`src/rtl/trap_controller_pkg.sv`:
```
// Shared constants for the machine-mode trap controller: CSR addresses,
// sequencer state encodings and the interrupt cause codes (which double as
// the mie bit positions).
package trap_controller_pkg;

    localparam logic [11:0] CSR_MSTATUS = 12'h300;
    localparam logic [11:0] CSR_MIE     = 12'h304;
    localparam logic [11:0] CSR_MTVEC   = 12'h305;
    localparam logic [11:0] CSR_MEPC    = 12'h341;
    localparam logic [11:0] CSR_MCAUSE  = 12'h342;

    localparam logic [1:0] TRAP_IDLE     = 2'd0;
    localparam logic [1:0] TRAP_FLUSH    = 2'd1;
    localparam logic [1:0] TRAP_REDIRECT = 2'd2;

    localparam int unsigned IRQ_MSI = 3;
    localparam int unsigned IRQ_MTI = 7;
    localparam int unsigned IRQ_MEI = 11;

    localparam logic [31:0] MIE_MASK = 32'h0000_0888;

    // Byte offset of a vectored interrupt entry: 4 bytes per cause.
    function automatic logic [31:0] vector_offset(input logic [3:0] cause);
        return {26'b0, cause, 2'b00};
    endfunction

endpackage

```
`src/rtl/trap_csr_regs.sv`:
```
// Trap CSR storage (mstatus.MIE/MPIE, mie, mtvec, mepc, mcause), write decode
// with trap > mret > software-write priority, and the combinational read mux.
// Define TRAP_VECTORED_EN to make mtvec[1:0] writable (vectored mode).
module trap_csr_regs
    import trap_controller_pkg::*;
(
    input  logic        clk_i,
    input  logic        rst_i,
    input  logic        trap_i,
    input  logic        mret_i,
    input  logic        interrupt_i,
    input  logic [3:0]  ecause_i,
    input  logic [31:0] ecp_i,
    input  logic        csr_we_i,
    input  logic [11:0] csr_waddr_i,
    input  logic [31:0] csr_wdata_i,
    input  logic [11:0] csr_raddr_i,
    output logic [31:0] csr_rdata_o,
    output logic        mstatus_mie_o,
    output logic        msie_o,
    output logic        mtie_o,
    output logic        meie_o,
    output logic [31:0] mtvec_base_o,
    output logic        mtvec_mode_o,
    output logic [31:0] mepc_o
);

`ifdef TRAP_VECTORED_EN
    localparam logic [31:0] MtvecMask = 32'hFFFF_FFFF;
`else
    localparam logic [31:0] MtvecMask = 32'hFFFF_FFFC;
`endif

    logic        mstatus_mie_q, mstatus_mie_d;
    logic        mstatus_mpie_q, mstatus_mpie_d;
    logic [31:0] mie_q, mie_d;
    logic [31:0] mtvec_q, mtvec_d;
    logic [31:0] mepc_q, mepc_d;
    logic [31:0] mcause_q, mcause_d;

    logic wr_mstatus, wr_mie, wr_mtvec, wr_mepc, wr_mcause;

    assign wr_mstatus = csr_we_i && (csr_waddr_i == CSR_MSTATUS);
    assign wr_mie     = csr_we_i && (csr_waddr_i == CSR_MIE);
    assign wr_mtvec   = csr_we_i && (csr_waddr_i == CSR_MTVEC);
    assign wr_mepc    = csr_we_i && (csr_waddr_i == CSR_MEPC);
    assign wr_mcause  = csr_we_i && (csr_waddr_i == CSR_MCAUSE);

    // Next-state CSR values; trap and mret updates override software writes.
    always_comb begin
        mstatus_mie_d  = mstatus_mie_q;
        mstatus_mpie_d = mstatus_mpie_q;
        mie_d          = mie_q;
        mtvec_d        = mtvec_q;
        mepc_d         = mepc_q;
        mcause_d       = mcause_q;

        if (trap_i) begin
            mstatus_mpie_d = mstatus_mie_q;
            mstatus_mie_d  = 1'b0;
        end else if (mret_i) begin
            mstatus_mie_d  = mstatus_mpie_q;
            mstatus_mpie_d = 1'b1;
        end else if (wr_mstatus) begin
            mstatus_mie_d  = csr_wdata_i[3];
            mstatus_mpie_d = csr_wdata_i[7];
        end

        // mie and mtvec are never touched by the trap itself.
        if (wr_mie)   mie_d   = csr_wdata_i & MIE_MASK;
        if (wr_mtvec) mtvec_d = csr_wdata_i & MtvecMask;

        if (trap_i) begin
            mepc_d   = ecp_i & ~32'h3;
            mcause_d = {interrupt_i, 27'b0, ecause_i};
        end else begin
            if (wr_mepc)   mepc_d   = csr_wdata_i & ~32'h3;
            if (wr_mcause) mcause_d = csr_wdata_i;
        end
    end

    // CSR state registers.
    always_ff @(posedge clk_i or posedge rst_i) begin
        if (rst_i) begin
            mstatus_mie_q  <= 1'b0;
            mstatus_mpie_q <= 1'b0;
            mie_q          <= 32'h0;
            mtvec_q        <= 32'h0;
            mepc_q         <= 32'h0;
            mcause_q       <= 32'h0;
        end else begin
            mstatus_mie_q  <= mstatus_mie_d;
            mstatus_mpie_q <= mstatus_mpie_d;
            mie_q          <= mie_d;
            mtvec_q        <= mtvec_d;
            mepc_q         <= mepc_d;
            mcause_q       <= mcause_d;
        end
    end

    // Combinational read port; unmapped addresses read zero.
    always_comb begin
        csr_rdata_o = 32'h0;
        case (csr_raddr_i)
            CSR_MSTATUS: csr_rdata_o = {24'b0, mstatus_mpie_q, 3'b0, mstatus_mie_q, 3'b0};
            CSR_MIE:     csr_rdata_o = mie_q;
            CSR_MTVEC:   csr_rdata_o = mtvec_q;
            CSR_MEPC:    csr_rdata_o = mepc_q;
            CSR_MCAUSE:  csr_rdata_o = mcause_q;
            default:     csr_rdata_o = 32'h0;
        endcase
    end

    assign mstatus_mie_o = mstatus_mie_q;
    assign msie_o        = mie_q[IRQ_MSI];
    assign mtie_o        = mie_q[IRQ_MTI];
    assign meie_o        = mie_q[IRQ_MEI];
    assign mtvec_base_o  = {mtvec_q[31:2], 2'b00};
    assign mtvec_mode_o  = mtvec_q[0];
    assign mepc_o        = mepc_q;

endmodule

```
`src/rtl/trap_controller.sv`:
```
// Machine-mode trap sequencer: IDLE -> FLUSH (one-cycle pipeline kill) ->
// REDIRECT (hold fetch redirect until accepted). Also masks raw interrupts.
// Vectored interrupt targets are enabled by TRAP_VECTORED_EN (via mtvec mode,
// which always reads 0 when the macro is undefined).
module trap_controller
    import trap_controller_pkg::*;
(
    input  logic        clk,
    input  logic        reset,
    input  logic        traped,
    input  logic [3:0]  ecause,
    input  logic        interupt,
    input  logic [31:0] ecp,
    input  logic        mret,
    input  logic        msip_raw,
    input  logic        mtip_raw,
    input  logic        meip_raw,
    input  logic        csr_we,
    input  logic [11:0] csr_waddr,
    input  logic [31:0] csr_wdata,
    input  logic [11:0] csr_raddr,
    output logic [31:0] csr_rdata,
    output logic        sip,
    output logic        tip,
    output logic        eip,
    output logic        flush,
    output logic        redirect_valid,
    input  logic        redirect_ready,
    output logic [31:0] redirect_pc,
    output logic        busy
);

    logic [1:0]  state_q, state_d;
    logic [31:0] target_q, target_d;

    logic        idle, trap_take, mret_take;
    logic        mstatus_mie, msie, mtie, meie, mtvec_mode;
    logic [31:0] mtvec_base, mepc, trap_target;

    assign idle      = (state_q == TRAP_IDLE);
    assign trap_take = idle && traped;
    assign mret_take = idle && mret && !traped;

    trap_csr_regs u_csr (
        .clk_i         (clk),
        .rst_i         (reset),
        .trap_i        (trap_take),
        .mret_i        (mret_take),
        .interrupt_i   (interupt),
        .ecause_i      (ecause),
        .ecp_i         (ecp),
        .csr_we_i      (csr_we),
        .csr_waddr_i   (csr_waddr),
        .csr_wdata_i   (csr_wdata),
        .csr_raddr_i   (csr_raddr),
        .csr_rdata_o   (csr_rdata),
        .mstatus_mie_o (mstatus_mie),
        .msie_o        (msie),
        .mtie_o        (mtie),
        .meie_o        (meie),
        .mtvec_base_o  (mtvec_base),
        .mtvec_mode_o  (mtvec_mode),
        .mepc_o        (mepc)
    );

    // Trap target from the pre-write mtvec; only interrupts are vectored.
    always_comb begin
        trap_target = mtvec_base;
        if (interupt && mtvec_mode) trap_target = mtvec_base + vector_offset(ecause);
    end

    // Sequencer next state and redirect target latch.
    always_comb begin
        state_d  = state_q;
        target_d = target_q;
        case (state_q)
            TRAP_IDLE: begin
                if (trap_take) begin
                    state_d  = TRAP_FLUSH;
                    target_d = trap_target;
                end else if (mret_take) begin
                    state_d  = TRAP_FLUSH;
                    target_d = mepc;
                end
            end
            TRAP_FLUSH:    state_d = TRAP_REDIRECT;
            TRAP_REDIRECT: if (redirect_ready) state_d = TRAP_IDLE;
            default:       state_d = TRAP_IDLE;
        endcase
    end

    // Sequencer state registers.
    always_ff @(posedge clk or posedge reset) begin
        if (reset) begin
            state_q  <= TRAP_IDLE;
            target_q <= 32'h0;
        end else begin
            state_q  <= state_d;
            target_q <= target_d;
        end
    end

    assign sip = idle && msip_raw && msie && mstatus_mie;
    assign tip = idle && mtip_raw && mtie && mstatus_mie;
    assign eip = idle && meip_raw && meie && mstatus_mie;

    assign flush          = (state_q == TRAP_FLUSH);
    assign redirect_valid = (state_q == TRAP_REDIRECT);
    assign redirect_pc    = target_q;
    assign busy           = !idle;

endmodule

```
`config.mk`:
```
export PLATFORM = sky130hd
export DESIGN_NAME = trap_controller
export DESIGN_NICKNAME = d
export VERILOG_FILES = /design/src/rtl/trap_controller_pkg.sv /design/src/rtl/trap_csr_regs.sv /design/src/rtl/trap_controller.sv
export SDC_FILE = /design/constraint.sdc
export NUM_CORES = 1
export LEC_CHECK = 0
export ABC_AREA = 1
export CAP_MARGIN = 20
export CELL_PAD_IN_SITES_DETAIL_PLACEMENT = 1
export CELL_PAD_IN_SITES_GLOBAL_PLACEMENT = 2
export CORE_MARGIN = 3
export CORE_UTILIZATION = 27
export CTS_CLUSTER_SIZE = 24
export DETAILED_ROUTE_END_ITERATION = 8
export HOLD_SLACK_MARGIN = 0.08
export PLACE_DENSITY = 0.86
export SYNTH_ARGS = -nofsm -noshare
export SYNTH_HDL_FRONTEND = slang
export SYNTH_SLANG_ARGS = --single-unit
export TNS_END_PERCENT = 5
```
`constraint.sdc`:
```
create_clock -name clk -period 5.1 [get_ports clk]
set_input_delay 0.765 -clock clk [delete_from_list [all_inputs] [get_ports clk]]
set_output_delay 0.765 -clock clk [all_outputs]
set_load 0.03 [all_outputs]
```
==> results of run 1 <==
-- cell usage after synthesis, drive strengths merged --
library cell / n
inv: 53
clkinv: 1
dfrtp: 129
nand3: 110
buf: 37
or2: 2
nor2: 61
conb: 1
o22ai: 1
a31oi: 30
o21bai: 1
nand3b: 2
and2: 1
nand4: 1
nand2: 379
nor3: 2
clkbuf: 16
o21ai: 60
-- logic make-up (layout without fill, tap and decap cells) --
family	count (synthesis)	in the layout	synth area share (%)
buffers and inverters	107	263	8.01
AOI/OAI and AO/OA	92	92	7.53
DFF	129	129	48.4
other	1	2	0.0563
and+or+nand+nor	558	558	36.0
-- power groups by stage --
stage | Clock (mW) | Sequential, mW | Combinational (mW)
2_1_floorplan | 0 | 1.72 | 0.709
3_3_place_gp | 0 | 1.52 | 1.47
3_5_place_dp | 0 | 1.52 | 1.49
4_1_cts | 1.37 | 1.51 | 1.50
5_1_grt | 1.43 | 1.55 | 1.63
6_report | 1.34 | 1.51 | 1.47
-- routing by layer --
metal / up-vias / global-route usage (%) / share of wire, %
met5: - / 0 / 0.12
met4: 4 / 3.92 / 0.66
met3: 16 / 3.55 / 3.6
met2: 115 / 29.2 / 49
met1: 3045 / 22.3 / 47
li1: 3115 / - / -
-- flip-flops by register name, summed over array words and instances, names as in the netlist --
register / cells
redirect_pc: 30
state_q: 2
u_csr.mcause_q: 32
u_csr.mepc_o: 30
u_csr.mie_q: 3
u_csr.mstatus_mie_o: 1
u_csr.mstatus_mpie_q: 1
u_csr.mtvec_q: 30
-- through the flow --
stage | cell area (um^2) | worst slack, ns
finish | 9150 | 1.05
global route | 9150 | 0.826
CTS | 9150 | 1.01
detailed placement | 8500 | 1.02
global placement | 8500 | 1.04
floorplan | 6670 | 0.894
-- worst max path at each step --
stage	start	endpoint	slack, ns	cells after the start
after detailed placement	csr_raddr[9]	csr_rdata[18]	1.02	10
after global placement	csr_raddr[9]	csr_rdata[16]	1.04	10
after floorplan	reset	redirect_pc[10]$_DFFE_PP0P_	0.89	1
final	csr_raddr[9]	csr_rdata[18]	1.05	10
after global routing	csr_raddr[7]	csr_rdata[18]	0.83	9
after CTS	csr_raddr[9]	csr_rdata[18]	1.01	10
-- worst register-to-register path, cell delays in order (launching register included) --
cell,delay [ns]
dfrtp_1,0.41
nor2_4,0.19
nand2_4,0.42
inv_2,0.74
buf_4,0.45
nand2_1,0.15
nand2_1,0.08
nand2_1,0.06
nand2_1,0.07
-- layout by cell type, fill, tap and decap left out, types with 2 or more instances in the layout --
cell	Yosys	routed
nor2_1	56	56
o21ai_1	17	17
inv_6	0	2
nor2_2	3	3
nand2_2	18	19
clkinv_4	0	3
buf_4	11	10
inv_1	51	50
nand3_2	13	13
inv_2	2	2
clkbuf_16	0	17
conb_1	1	2
o21ai_0	43	43
clkinvlp_4	0	2
bufinv_16	0	4
nand3b_1	2	2
clkdlybuf4s50_1	0	167
nor3_1	2	2
a31oi_1	30	30
nand2_1	361	359
dfrtp_1	129	129
clkbuf_8	0	3
nand3_1	97	97
clkinv_2	1	3
-- cell type report --
class,instances,area [um^2],area share [%]
repair buffers,177,1750,19.1
inverters,54,209,2.28
multi-input cells,652,2920,31.9
clock inverters,12,180,1.97
well taps,319,399,4.36
clock buffers,20,467,5.10
flip-flops and latches,129,3230,35.3
==> flow_metrics.env, run 1 <==
export IMPL_status="complete, no violations"
export IMPL_synth_avg_cell_area_um2=7.52
export IMPL_numClockSinks=129
export IMPL_wl_per_cell_um=16.4
export IMPL_crit_slowest_cell="clkdlybuf4s50_1"
export IMPL_power_mw=4.31
export IMPL_n_antenna_cell=0
export IMPL_grt_pass1_vias=6627
export IMPL_synth_top_cell_area_share_pct=48.4
export IMPL_fin_worst_skew_ns=0.0115
export IMPL_critPathMaxStageDelay_ns=0.69
export IMPL_cp_top_family="buffers and inverters"
export IMPL_ir_worst_vdd_v=0.000174
export IMPL_yosysWarnings=0
export IMPL_chipWidth_um=163
export IMPL_cts_setup_buffers=0
export IMPL_final_max_slew_viol_count=0
export IMPL_ff2ff_setup_slack_ns=2.45
export IMPL_fill_cells=2901
export IMPL_hold_class="reg2reg"
export IMPL_powerDensity_mw_per_mm2=471
export IMPL_setup_violations=0
export IMPL_max_freq_mhz=247
export IMPL_first_pass_iters=4
export IMPL_synth_top_cell_by_area="dfrtp_1"
export IMPL_detailed_place_hpwl_um=14600
export IMPL_hold_buffers=0
export IMPL_power_internal_mw=2.71
export IMPL_worstReg2RegStart="state_q[1]$_DFFE_PP0P_"
export IMPL_maxSlewHeadroom_pct=49.0
export IMPL_clkLatencyLatePin_ns=0.42
export IMPL_final_setup_tns_ns=0
export IMPL_grt_max_degree=67
export IMPL_start_kind="input port"
export IMPL_netlist_area_mm2=0.00667
export IMPL_grt_pass1_wl_um=35600
export IMPL_ys_types=29
export IMPL_start_util_pct=27.9
export IMPL_ctsHtreeMaxLevel=4
export IMPL_path_clk_slew_ns=0.06
export IMPL_io_buffers=167
export IMPL_avgViaCountPerCell=4.62
export IMPL_worst_pin_slew_ns=0.765
export IMPL_worstPathArrival_ns=3.29
export IMPL_fp_dieArea_mm2=0.0266
export IMPL_r2r_cells=8
export IMPL_area_growth_pct=37.2
export IMPL_min_delay_start="u_csr.mcause_q[21]$_DFFE_PP0P_"
export IMPL_clockBufferDepth=2
export IMPL_cp_end_kind="output port"
export IMPL_rsz0062_at_grt="no"
export IMPL_grt_usage_pct=17.1
export IMPL_tritoncts="built"
export IMPL_seqPwrFrac_pct=34.9
export IMPL_numCtsBuffers=17
export IMPL_yosysSeqAreaShare_pct=48.4
export IMPL_whs_endpoint="u_csr.mcause_q[21]$_DFFE_PP0P_"
export IMPL_antenna_found_initial=2
export IMPL_finalCoreUtilization_pct=38.3
export IMPL_core_area_mm2=0.0239
export IMPL_cp_data_required_time_ns=4.34
export IMPL_drc=0
export IMPL_r2r_end="u_csr.mepc_o[28]$_DFFE_PP0P_"
export IMPL_path_class="in2out"
export IMPL_gp_congestion=0.734
export IMPL_fin_crit_ns=4.05
export IMPL_leakagePower_nw=4.34
export IMPL_dr_total_vias=6295
export IMPL_grt_ovfl_total=0
export IMPL_synthTopCellsByArea="dfrtp_1, nand2_1, nand3_1"
export IMPL_dp_cells=1331
export IMPL_pin_count=172
export IMPL_path_cells="clkdlybuf4s50_1 > nand2_1 > inv_1 > nand2_2 > nor2_2 > nand2_2 > inv_2 > nand2_1 > nand3_1 > clkdlybuf4s50_1"
export IMPL_instances_no_fill=1363
export IMPL_wl_um=22300
export IMPL_die_h_um=163
export IMPL_cp_max_fo=27
export IMPL_cap_violations=0
export IMPL_detail_route_antenna_nets=0
export IMPL_drtIter0Drc=283
export IMPL_nets=1133
export IMPL_hold_depth=2
export IMPL_combPwrFrac_pct=34.0
export IMPL_drive_gt1_share_pct=8.33
export IMPL_hold_viol=0
export IMPL_switching_power_mw=1.60
export IMPL_fin_hold_ws_ns=0.510
export IMPL_cts_root_buf="clkbuf_16"
export IMPL_min_period_over_period_pct=79.5
export IMPL_ys_ff_latch=129
export IMPL_synth_cells=887
export IMPL_placementRows=56
export IMPL_clkPwrFrac_pct=31.1
export IMPL_netSwitchingFraction_pct=37.1
export IMPL_cts_resized=0
export IMPL_path_buf_inv=4
(Power assumes the default switching activity.)
==> run 2: changes to the inputs <==
- CORE_UTILIZATION: 27 -> 25
- PLACE_DENSITY: 0.86 -> 0.84
- clock period: 5.1 -> 3.4 ns (I/O delays scaled with it)
==> flow_metrics.env, run 2 (synthesized netlist as in run 1, its figures left out) <==
export IMPL_seqPwrFrac_pct=35.2
export IMPL_cp_data_required_time_ns=2.89
export IMPL_core_area_mm2=0.0261
export IMPL_path_clk_slew_ns=0.06
export IMPL_cts_resized=0
export IMPL_clockBufferDepth=2
export IMPL_instances_no_fill=1385
export IMPL_dp_cells=1354
export IMPL_wl_per_cell_um=16.5
export IMPL_grt_pass1_vias=6625
export IMPL_crit_top_cell="nor2_1"
export IMPL_maxSlewHeadroom_pct=49.0
export IMPL_final_cell_mix="nand2_1, clkdlybuf4s50_1, dfrtp_1, nand3_1, nor2_1"
export IMPL_fin_ws_ns=0.359
export IMPL_fp_dieArea_mm2=0.0287
export IMPL_die_h_um=169
export IMPL_finalCoreUtilization_pct=35.2
export IMPL_clkLatencyLatePin_ns=0.42
export IMPL_clkPwrFrac_pct=29.8
export IMPL_dr_total_vias=6267
export IMPL_combPwrFrac_pct=35.0
export IMPL_cp_end_kind="output port"
export IMPL_drc=0
export IMPL_ir_worst_vdd_v=0.000276
export IMPL_drtIter0Drc=359
export IMPL_start_kind="input port"
export IMPL_antenna_found_initial=0
export IMPL_fin_hold_ws_ns=0.509
export IMPL_path_buf_inv=3
export IMPL_final_max_slew_viol_count=0
export IMPL_drive_gt1_share_pct=11.4
export IMPL_n_antenna_cell=0
export IMPL_detailed_place_hpwl_um=15300
export IMPL_avgViaCountPerCell=4.52
export IMPL_nets=1140
export IMPL_grt_max_degree=130
export IMPL_first_pass_iters=4
export IMPL_ctsHtreeMaxLevel=4
export IMPL_cp_max_fo=4
export IMPL_power_mw=6.41
export IMPL_design_area_mm2=0.00919
export IMPL_max_freq_mhz=329
export IMPL_wl_um=22900
export IMPL_path_cells="clkdlybuf4s50_1 > inv_1 > nor2_1 > nand2_1 > nor2_1 > nand2_2 > nor2_1 > clkdlybuf4s50_1"
export IMPL_area_growth_pct=37.8
export IMPL_cap_violations=0
export IMPL_worst_pin_slew_ns=0.762
export IMPL_grt_pass1_wl_um=36700
export IMPL_fin_crit_ns=3.04
export IMPL_layout_commonest_cell="nand2_1"
export IMPL_gr_usage_met1_pct=21.0
export IMPL_grt_ovfl_total=0
export IMPL_hold_viol=0
export IMPL_min_period_over_period_pct=89.4
export IMPL_cts_root_buf="clkbuf_16"
export IMPL_tritoncts="built"
export IMPL_pin_count=172
export IMPL_placementRows=59
export IMPL_worstPathArrival_ns=2.53
export IMPL_detail_route_antenna_nets=0
export IMPL_io_buffers=167
export IMPL_status="complete, no violations"
export IMPL_path_class="in2out"
export IMPL_hold_class="reg2reg"
export IMPL_cp_top_family="buffers and inverters"
export IMPL_largest_register="u_csr.mcause_q"
export IMPL_globalRoute_busiestLayer="met2"
export IMPL_fin_worst_skew_ns=0.0128
export IMPL_grt_met3_usage_pct=2.59
export IMPL_crit_slowest_cell="clkdlybuf4s50_1"
export IMPL_powerDensity_mw_per_mm2=698
export IMPL_switching_power_mw=2.40
export IMPL_setup_violations=0
export IMPL_netSwitchingFraction_pct=37.4
export IMPL_grt_usage_pct=16.3
export IMPL_chipWidth_um=169
export IMPL_grtUsageMet2_pct=28.8
export IMPL_final_setup_tns_ns=0
export IMPL_gp_congestion=0.760
export IMPL_critPathMaxStageDelay_ns=0.70
export IMPL_numCtsBuffers=17
export IMPL_leakagePower_nw=4.43
export IMPL_start_util_pct=25.5
export IMPL_place_ws_ns=0.300
export IMPL_dpl_instance_area_mm2=0.00858
export IMPL_numClockSinks=129
export IMPL_hold_buffers=0
export IMPL_power_internal_mw=4.02
export IMPL_cts_setup_buffers=0
export IMPL_rsz0062_at_grt="no"
export IMPL_largest_reg_flops=32
run 2: power by group through the flow:
stage	sequential, mW	combinational (mW)	clock, mW
floorplan	2.58	1.06	0
global placement	2.28	2.24	0
detailed placement	2.29	2.28	0
CTS	2.27	2.29	1.97
global route	2.32	2.49	2.03
finish	2.26	2.24	1.91
run 2: layout make-up:
cell class	count	area (um^2)
Clock buffer	21	470
Clock inverter	10	134
Fill cell	3201	16900
Inverter	54	208
Multi-Input combinational cell	652	2920
Sequential cell	129	3230
Tap cell	335	419
Timing Repair Buffer	184	1810
run 2: worst register-to-register path, stage by stage (launching register included):
cell     delay, ns
dfrtp_1       0.42
nor2_4        0.20
nand2_4       0.14
inv_2         0.42
buf_12        0.26
nand2_1       0.11
nand2_1       0.07
nand2_1       0.06
nand2_1       0.09
run 2: worst paths after layout:
kind                                                 from                               to  slack [ns]  depth (start not counted)
max                                          csr_raddr[6]                     csr_rdata[0]        0.36                          8
min in group asynchronous                           reset    u_csr.mtvec_q[27]$_DFFE_PP0P_        0.67                          3
max reg2reg                        state_q[1]$_DFFE_PP0P_     u_csr.mepc_o[23]$_DFFE_PP0P_        1.58                          8
max in group asynchronous                           reset  u_csr.mstatus_mie_o$_DFFE_PP0P_        2.19                          3
min reg2reg                u_csr.mcause_q[25]$_DFFE_PP0P_   u_csr.mcause_q[25]$_DFFE_PP0P_        0.51                          2
min                        u_csr.mcause_q[25]$_DFFE_PP0P_   u_csr.mcause_q[25]$_DFFE_PP0P_        0.51                          2
run 2: per-layer routing:
metal  vias to the layer above  wire, um
met4                         0       179
li1                       3119         -
met2                       109     11600
met3                        13       748
met1                      3026     10400
met5                         -         0
